## config.mk

```make
export PLATFORM = sky130hd
export DESIGN_NAME = stopwatch_counter_gen
export DESIGN_NICKNAME = d
export VERILOG_FILES = /design/src/rtl/stopwatch_counter_gen_pkg.sv /design/src/rtl/stopwatch_counter_gen_mod_counter.sv /design/src/rtl/stopwatch_counter_gen.sv
export SDC_FILE = /design/constraint.sdc
export NUM_CORES = 1
export LEC_CHECK = 0
export CAP_MARGIN = 10
export CORE_MARGIN = 2
export CORE_UTILIZATION = 48
export DETAILED_ROUTE_END_ITERATION = 12
export GPL_TIMING_DRIVEN = 1
export PLACE_DENSITY_LB_ADDON = 0.2
export SKIP_LAST_GASP = 1
export SLEW_MARGIN = 20
export SYNTH_ARGS = -nofsm -noshare
export SYNTH_HDL_FRONTEND = slang
export SYNTH_HIERARCHICAL = 1
export SYNTH_SLANG_ARGS = --single-unit
```

## constraint.sdc

```tcl
create_clock -name clk -period 2.39 [get_ports clk]
set_clock_uncertainty 0.2 [all_clocks]
set_input_delay 0.478 -clock clk [delete_from_list [all_inputs] [get_ports clk]]
set_output_delay 0.478 -clock clk [all_outputs]
set_load 0.005 [all_outputs]
```

## src/rtl/stopwatch_counter_gen_pkg.sv

```systemverilog
// Shared constants for the stopwatch core.
//   DIR_*  : encoding of the dir input (count direction)
//   SEL_*  : encoding of the sel input (field picked in adjust mode)
//   DEF_*  : default field width and field limits (mm:ss, 00..59)
package stopwatch_pkg;
  localparam logic DIR_UP   = 1'b0;
  localparam logic DIR_DOWN = 1'b1;
  localparam logic SEL_MIN  = 1'b0;
  localparam logic SEL_SEC  = 1'b1;

  localparam int DEF_WIDTH   = 6;
  localparam int DEF_MAX_MIN = 59;
  localparam int DEF_MAX_SEC = 59;
endpackage

```

## src/rtl/stopwatch_counter_gen_mod_counter.sv

```systemverilog
// Single wrapping up/down field counter (0..MAX).
//   clk, rst : system clock, synchronous active-high reset
//   en       : take one step this cycle
//   dir      : DIR_UP = +1, DIR_DOWN = -1
//   value    : current field value
//   wrap     : combinational, high when the step being taken crosses
//              MAX->0 (up) or 0->MAX (down); used as carry/borrow
module mod_counter
  import stopwatch_pkg::*;
#(
  parameter int WIDTH = DEF_WIDTH,
  parameter int MAX   = DEF_MAX_SEC
) (
  input  logic             clk,
  input  logic             rst,
  input  logic             en,
  input  logic             dir,
  output logic [WIDTH-1:0] value,
  output logic             wrap
);
  localparam logic [WIDTH-1:0] MAX_V = WIDTH'(MAX);

  if (MAX >= 2**WIDTH) begin : g_chk
    $error("mod_counter: MAX does not fit in WIDTH bits");
  end

  logic at_top, at_bot;

  // >= so an out-of-range value can never run away past MAX
  assign at_top = (value >= MAX_V);
  assign at_bot = (value == '0);
  assign wrap   = en & ((dir == DIR_DOWN) ? at_bot : at_top);

  always_ff @(posedge clk) begin
    if (rst) begin
      value <= '0;
    end else if (en) begin
      if (dir == DIR_DOWN) value <= at_bot ? MAX_V : value - 1'b1;
      else                 value <= at_top ? '0    : value + 1'b1;
    end
  end
endmodule

```

## src/rtl/stopwatch_counter_gen.sv

```systemverilog
// Minutes:seconds stopwatch/timer core.
//   clk, rst   : system clock, synchronous active-high reset
//   tick_1hz   : count enable (normal mode)
//   tick_2hz   : adjust enable (adjust mode), also drives blink
//   pse        : debounced pause level, rising edge toggles paused
//   adj        : 1 = adjust mode, 0 = normal mode
//   sel        : adjust field, SEL_MIN / SEL_SEC
//   dir        : DIR_UP / DIR_DOWN
//   min, sec   : current time
//   paused     : pause state
//   done       : one-cycle terminal-count pulse
//   blink      : blink phase for the selected field while adjusting
module stopwatch_counter_gen
  import stopwatch_pkg::*;
#(
  parameter int WIDTH   = DEF_WIDTH,
  parameter int MAX_MIN = DEF_MAX_MIN,
  parameter int MAX_SEC = DEF_MAX_SEC
) (
  input  logic             clk,
  input  logic             rst,
  input  logic             tick_1hz,
  input  logic             tick_2hz,
  input  logic             pse,
  input  logic             adj,
  input  logic             sel,
  input  logic             dir,
  output logic [WIDTH-1:0] min,
  output logic [WIDTH-1:0] sec,
  output logic             paused,
  output logic             done,
  output logic             blink
);
  if (MAX_MIN >= 2**WIDTH || MAX_SEC >= 2**WIDTH) begin : g_chk
    $error("stopwatch_counter_gen: MAX_MIN/MAX_SEC do not fit in WIDTH bits");
  end

  localparam logic [WIDTH-1:0] MAX_MIN_V = WIDTH'(MAX_MIN);
  localparam logic [WIDTH-1:0] MAX_SEC_V = WIDTH'(MAX_SEC);

  logic pse_d, pse_rise;
  logic run_tick, adj_tick;
  logic at_zero, at_max;
  logic auto_stop, roll_over;
  logic sec_en, min_en, sec_wrap, min_wrap;

  assign pse_rise = pse & ~pse_d;

  // Gating uses the registered (pre-toggle) paused value, so a pause edge
  // landing with a tick still lets that tick count.
  assign run_tick = ~adj & ~paused & tick_1hz;
  assign adj_tick = adj & tick_2hz;

  assign at_zero = (min == '0) && (sec == '0);
  assign at_max  = (min == MAX_MIN_V) && (sec == MAX_SEC_V);

  // Counting down from 00:00 holds and stops the timer instead of wrapping.
  assign auto_stop = run_tick & (dir == DIR_DOWN) & at_zero;
  assign roll_over = run_tick & (dir == DIR_UP) & at_max;

  // Adjust steps one field with no carry; normal mode chains sec->min.
  assign sec_en = adj_tick ? (sel == SEL_SEC) : (run_tick & ~auto_stop);
  assign min_en = adj_tick ? (sel == SEL_MIN) : sec_wrap;

  mod_counter #(.WIDTH(WIDTH), .MAX(MAX_SEC)) u_sec (
    .clk   (clk),
    .rst   (rst),
    .en    (sec_en),
    .dir   (dir),
    .value (sec),
    .wrap  (sec_wrap)
  );

  mod_counter #(.WIDTH(WIDTH), .MAX(MAX_MIN)) u_min (
    .clk   (clk),
    .rst   (rst),
    .en    (min_en),
    .dir   (dir),
    .value (min),
    .wrap  (min_wrap)
  );

  // Minute wrap is implied by at_max/at_zero; kept for observability only.
  logic min_wrap_unused;
  assign min_wrap_unused = min_wrap;

  always_ff @(posedge clk) begin
    if (rst) begin
      pse_d  <= 1'b0;
      paused <= 1'b0;
      done   <= 1'b0;
      blink  <= 1'b0;
    end else begin
      pse_d <= pse;
      done  <= auto_stop | roll_over;
      // auto-stop wins over a simultaneous pause toggle: the timer must stop
      if (auto_stop)     paused <= 1'b1;
      else if (pse_rise) paused <= ~paused;
      blink <= adj ? (blink ^ tick_2hz) : 1'b0;
    end
  end
endmodule
```

==> results by group, run 1 <==
Pwr
  • Clock group share of total power: 16.0%
  • Leak Pwr: 0.835 nW
  • Sw Ratio: 37.5%
  • VDD IR-drop max: 0.000395 V
  • Gate power share: 48.6%
  • Part of the power in registers: 35.4%
  • NetSw: 0.000355 W
  • Int Power: 0.000591 W
  • Pwr dens: 475 nW/um2

Setup path
  • Critical Path RT: 2.40 ns
  • Worst reg-to-reg setup slack: 0.005 ns
  • Crit path max fanout: 5
  • Setup crit end kind: flop
  • CP Launch Type: flop
  • Setup CP Type: reg -> reg
  • Arr. time, crit path: 2.39 ns

Clocking
  • CTS root buf: clkbuf_4
  • Worst-skew pair later-pin latency: 0.30 ns
  • Cts bufs inserted: 3
  • CTS sink cnt: 16
  • Worst-path clk slew: 0.10 ns
  • TritonCTS clock tree: done
  • Hold buffers post-CTS: 0
  • Clock buffer depth: 2
  • Htree depth: 1

Yosys
  • Avg Inst Size Synth: 8.49 um2
  • Post-synth design cell area: 1400 um2
  • Synthesis Warnings: 6
  • Post-Syn Nets: 181
  • Mapped Cells: 165

Detailed routing
  • Routed wire per std cell: 17.2 um
  • Iter 0 DRT Violations: 106
  • Via density: 6.19
  • DRT Pass-1 Iters: 4
  • DRT antenna net count: 0
  • Via count: 1561
  • DRT Wirelength: 4.34 mm
  • Residual DRC: 0

Cells and area
  • Layout cell share with drive strength beyond 1: 32.1%
  • Fin nets: 239
  • Non-Filler Instances: 252
  • Diode count: 0
  • Multi-input gate area: 1040 um2
  • Most frequent cells in the layout: 36 x buf_4, 19 x clkdlybuf4s50_1, 18 x nor2_1
  • Most common cell after layout, fill and taps aside: buf_4
  • Area delta synth->final: 42.1%
  • FILL cells: 201
  • FF+latch area: 327 um2
  • Post-route cell area: 1990 um2

GRT
  • Vias in the first global route: 1418
  • Largest net degree at the start of global routing: 26
  • Initial antenna violation count: 0
  • Gr ovfl total: 0
  • First-pass GRT wire length: 6.84 mm
  • GR Util All Layers: 26.9%

STA
  • Fmax: 419 MHz
  • Tmin final: 2.38 ns
  • Tightest Pin Transition: 0.359 ns
  • Final hold violations: 0
  • Unrepaired setup endpoints after global routing: yes
  • Worst Setup Slack, final: 0.00505 ns
  • Final setup vio count: 0
  • Final worst-path cycle share: 99.8%
  • Relative slew slack: 75.9%
  • Slew Limit Fails: 0

Placement
  • Buffers on Ports: 22
  • Routability Congestion: 0.902
  • Area post-placement: 1840 um2
  • Post-DP HPWL: 2.89 mm
  • Placed Cells: 241
  • Dpl ws: -0.389 ns

Run
  • Max Cap Viol: 0

Hold path
  • Tightest Hold Check Type: reg -> reg

Floorplanning
  • Area of the core: 2760 um2
  • Die area: 3370 um2
  • Std-Cell Rows: 19
  • Initial core utilization: 50.8%
  • IO Pins: 23
  • Die X: 58.0 um
  • Die Y-Extent: 58.0 um

Outcome
  • Outcome: finished, final reports clean
==> per-stage QoR <==
stage	hold WS [ns]	util [%]	total power (W)	TNS [ns]
floorplan	0.322	-	0.000568	0
global placement	0.323	66.7	0.000742	-2.07
detailed placement	0.345	66.7	0.000752	-2.46
CTS	0.361	70.1	0.000918	0
global route	0.389	72.2	0.00100	-0.141
finish	0.357	72.2	0.000945	0
==> flip-flops by register name, summed over array words and instances (netlist names) <==
name,count
u_sec/value,6
blink,1
u_min/value,6
paused,1
done,1
pse_d,1
==> worst paths after layout <==
| path | depth (start not counted) | start | endpoint |
|---|---|---|---|
| max | 13 | u_sec/value[1] | u_min/value[2] |
| min | 2 | blink | blink |
| min reg2reg | 2 | blink | blink |
| max reg2reg | 13 | u_sec/value[1] | u_min/value[2] |
==> critical path, stage by stage, from the launching register on <==
cell and delay, ns:
dfxtp_4 0.38, buf_6 0.13, nor4b_4 0.27, nand4_1 0.18
a32o_2 0.30, inv_2 0.06, nor2_1 0.04, nand2_1 0.09
o21ai_2 0.08, buf_6 0.13, nand3b_1 0.07, o21a_1 0.12
o221a_1 0.21, nor2_1 0.05
==> power by group through the flow <==
| stage | clock network [W] | registers (W) | logic [W] |
|---|---|---|---|
| after floorplan | 0 | 0.000343 | 0.000226 |
| after global placement | 0 | 0.000333 | 0.000410 |
| after detailed placement | 0 | 0.000332 | 0.000419 |
| after CTS | 0.000155 | 0.000329 | 0.000434 |
| after global routing | 0.000166 | 0.000338 | 0.000496 |
| final | 0.000151 | 0.000334 | 0.000459 |
==> final cells by class <==
class	count	share of cell area [%]
multi-input combinational	129	52.0
timing repair buffer	61	26.2
sequential	16	16.4
inverter	12	2.26
tap	31	1.95
clock buffer	3	1.13
==> repair_timing <==
action                                  in CTS  in global routing
gates cloned                                 0                  1
pin swaps                                    2                  5
resized for setup                            6                 17
setup buffers                                7                  1
endpoints found under the setup margin       5                  9
==> routing by layer <==
layer | wire length (um) | global-route usage, %
met1 | 1840 | 35.9
met2 | 2040 | 43.8
met3 | 366 | 5.36
met4 | 88 | 8.64
met5 | 0 | 0
(Power assumes the default switching activity.)
==> run 2: changes to the inputs <==
Settings changed: MAX_ROUTING_LAYER set to met4.
==> results by group, run 2 (same netlist as run 1, synthesis figures left out) <==
Setup path
  • Setup CP Type: reg -> reg
  • Critical Path RT: 2.37 ns (-0.03 ns)
  • CP Launch Type: flop
  • Top Family by Delay on Critical Path: simple AND/OR/NAND/NOR gates
  • Setup crit end kind: flop
  • Worst path bufs/invs: 3 (unchanged)
  • Crit path max fanout: 6 (+1)
  • CP Cell Sequence: buf_6 > nor4b_4 > nand4_1 > a32o_2 > inv_2 > nor2_1 > nand2_1 > o21ai_2 > buf_6 > nand3b_1 > o21a_1 > o221a_1 > nor2_1
  • CP max stage delay: 0.38 ns (about the same)
  • CP max-delay cell: dfxtp_4
  • Arr. time, crit path: 2.32 ns (-0.07 ns)

Pwr
  • VDD IR-drop max: 0.000397 V (+0.54%)
  • Pwr dens: 476 nW/um2 (+0.17%)
  • Int Power: 0.000598 W (+1.2%)
  • Total design power: 0.000953 W (+0.80%)
  • Part of the power in registers: 35.4% (about the same)
  • Leak Pwr: 0.840 nW (+0.69%)
  • Sw Ratio: 37.3% (-0.27 points)
  • NetSw: 0.000355 W (about the same)
  • Clock group share of total power: 15.8% (-0.2 points)
  • Gate power share: 48.8% (+0.2 points)

Clocking
  • TritonCTS clock tree: done
  • Clock buffer depth: 2 (unchanged)
  • Hold buffers post-CTS: 0 (unchanged)
  • Worst-skew pair later-pin latency: 0.29 ns (about the same)
  • Htree depth: 1 (unchanged)
  • Cts bufs inserted: 3 (unchanged)
  • CTS root buf: clkbuf_4
  • CTS sink cnt: 16 (unchanged)
  • Worst-path clk slew: 0.10 ns (about the same)

GRT
  • Gr ovfl total: 0 (unchanged)
  • Vias in the first global route: 1489 (+5.0%)
  • Initial antenna violation count: 0 (unchanged)
  • GR Util All Layers: 27.6% (+0.69 points)
  • First-pass GRT wire length: 7.10 mm (+3.7%)
  • Largest net degree at the start of global routing: 22 (-15%)

Placement
  • Dpl ws: -0.376 ns (+0.0137 ns)
  • Buffers on Ports: 22 (unchanged)
  • Post-DP HPWL: 2.83 mm (-2.1%)
  • Placed Cells: 240 (-0.41%)
  • Routability Congestion: 0.901 (-0.12%)

STA
  • Slew Limit Fails: 0 (unchanged)
  • Tmin final: 2.33 ns (-0.0527 ns)
  • Hold Worst Slack: 0.336 ns (-0.0212 ns)
  • Final setup vio count: 0 (unchanged)
  • Fmax: 429 MHz (+2.3%)
  • Tightest Pin Transition: 0.374 ns (+0.0154 ns)
  • Worst Setup Slack, final: 0.0577 ns (+0.0527 ns)
  • Final hold violations: 0 (unchanged)
  • Relative slew slack: 75.0% (-0.84 points)
  • Final worst-path cycle share: 97.6% (-2.2 points)
  • Unrepaired setup endpoints after global routing: yes

Detailed routing
  • Via density: 6.24 (+0.74%)
  • Residual DRC: 0 (unchanged)
  • DRT antenna net count: 0 (unchanged)
  • Routed wire per std cell: 16.7 um (-3.0%)
  • DRT Pass-1 Iters: 4 (unchanged)
  • Iter 0 DRT Violations: 92 (-13%)
  • DRT Wirelength: 4.24 mm (-2.2%)
  • Via count: 1585 (+1.5%)

Floorplanning
  • Std-Cell Rows: 19 (unchanged)
  • Die Y-Extent: 58.0 um (unchanged)
  • Initial core utilization: 50.8% (unchanged)
  • IO Pins: 23 (unchanged)
  • Die X: 58.0 um (unchanged)
  • Area of the core: 2760 um2 (unchanged)
  • Die area: 3370 um2 (unchanged)

Cells and area
  • Area delta synth->final: 42.9%
  • Biggest regs: u_min/value x6, u_sec/value x6
  • Post-layout util: 72.6% (+0.45 points)
  • Most common cell after layout, fill and taps aside: buf_4
  • Layout cell share with drive strength beyond 1: 32.7% (+0.61 points)
  • Diode count: 0 (unchanged)
  • Most frequent cells in the layout: 38 x buf_4, 19 x clkdlybuf4s50_1, 18 x nor2_1
  • Non-Filler Instances: 254 (+0.79%)
  • Fin nets: 241 (+0.84%)

Outcome
  • Outcome: finished, final reports clean

Run
  • Max Cap Viol: 0 (unchanged)

Hold path
  • Tightest Hold Check Type: reg -> reg
run 2: cell types whose count changed in the layout (fill, tap and decap cells not counted):
cell / delta
buf_4: +2
dfxtp_1: -1
dfxtp_4: +1
o2bb2ai_1: +1
o2bb2ai_2: -1
run 2: power groups by stage:
stage / clock, W / sequential (W) / combinational, W
floorplan: 0 / 0.000343 / 0.000226
global placement: 0 / 0.000335 / 0.000404
detailed placement: 0 / 0.000335 / 0.000412
CTS: 0.000155 / 0.000333 / 0.000431
global route: 0.000166 / 0.000340 / 0.000502
finish: 0.000151 / 0.000337 / 0.000465
run 2: tightest hold or removal path, delay by kind of cell, from the launching register on:
family,cells,cell delay (ns)
XOR/XNOR,1,0.13
AND/OR/NAND/NOR,1,0.04
flip-flops,1,0.33
run 2: repair_timing:
action                                 in CTS  in global routing
setup buffers                               7                  4
gates cloned                                0                  1
pin swaps                                   2                  8
resized for setup                           8                 16
endpoints found under the hold margin       0                  0
setup endpoints to repair                   5                  8
run 2: area by class of cell:
type	count	area (um2)
Clock buffer	3	22.5
Multi-Input combinational cell	129	1030
Fill cell	218	754
Timing Repair Buffer	63	537
Tap cell	31	38.8
Sequential cell	16	330
Inverter	12	45.0
run 2: per-stage QoR:
step	instance area [um2]	setup TNS, ns
final	2000	0
after global routing	2000	-0.0368
after CTS	1940	0
after detailed placement	1830	-2.37
after global placement	1830	-2.03
after floorplan	1400	0
run 2: final timing paths:
path | startpoint | to | slack (ns) | cells past startpoint
max | u_sec/value[1] | u_min/value[2] | 0.06 | 13
min | blink | blink | 0.34 | 2
max reg2reg | u_sec/value[1] | u_min/value[2] | 0.06 | 13
min reg2reg | blink | blink | 0.34 | 2
run 2: layer usage:
layer / part of all wire (%) / track usage (%) / vias up
met1: 42 / 37.0 / 735
met3: 9.1 / 3.57 / 10
met5: 0 / - / -
met4: 2.0 / 8.64 / 0
met2: 46 / 43.3 / 99
li1: - / - / 741
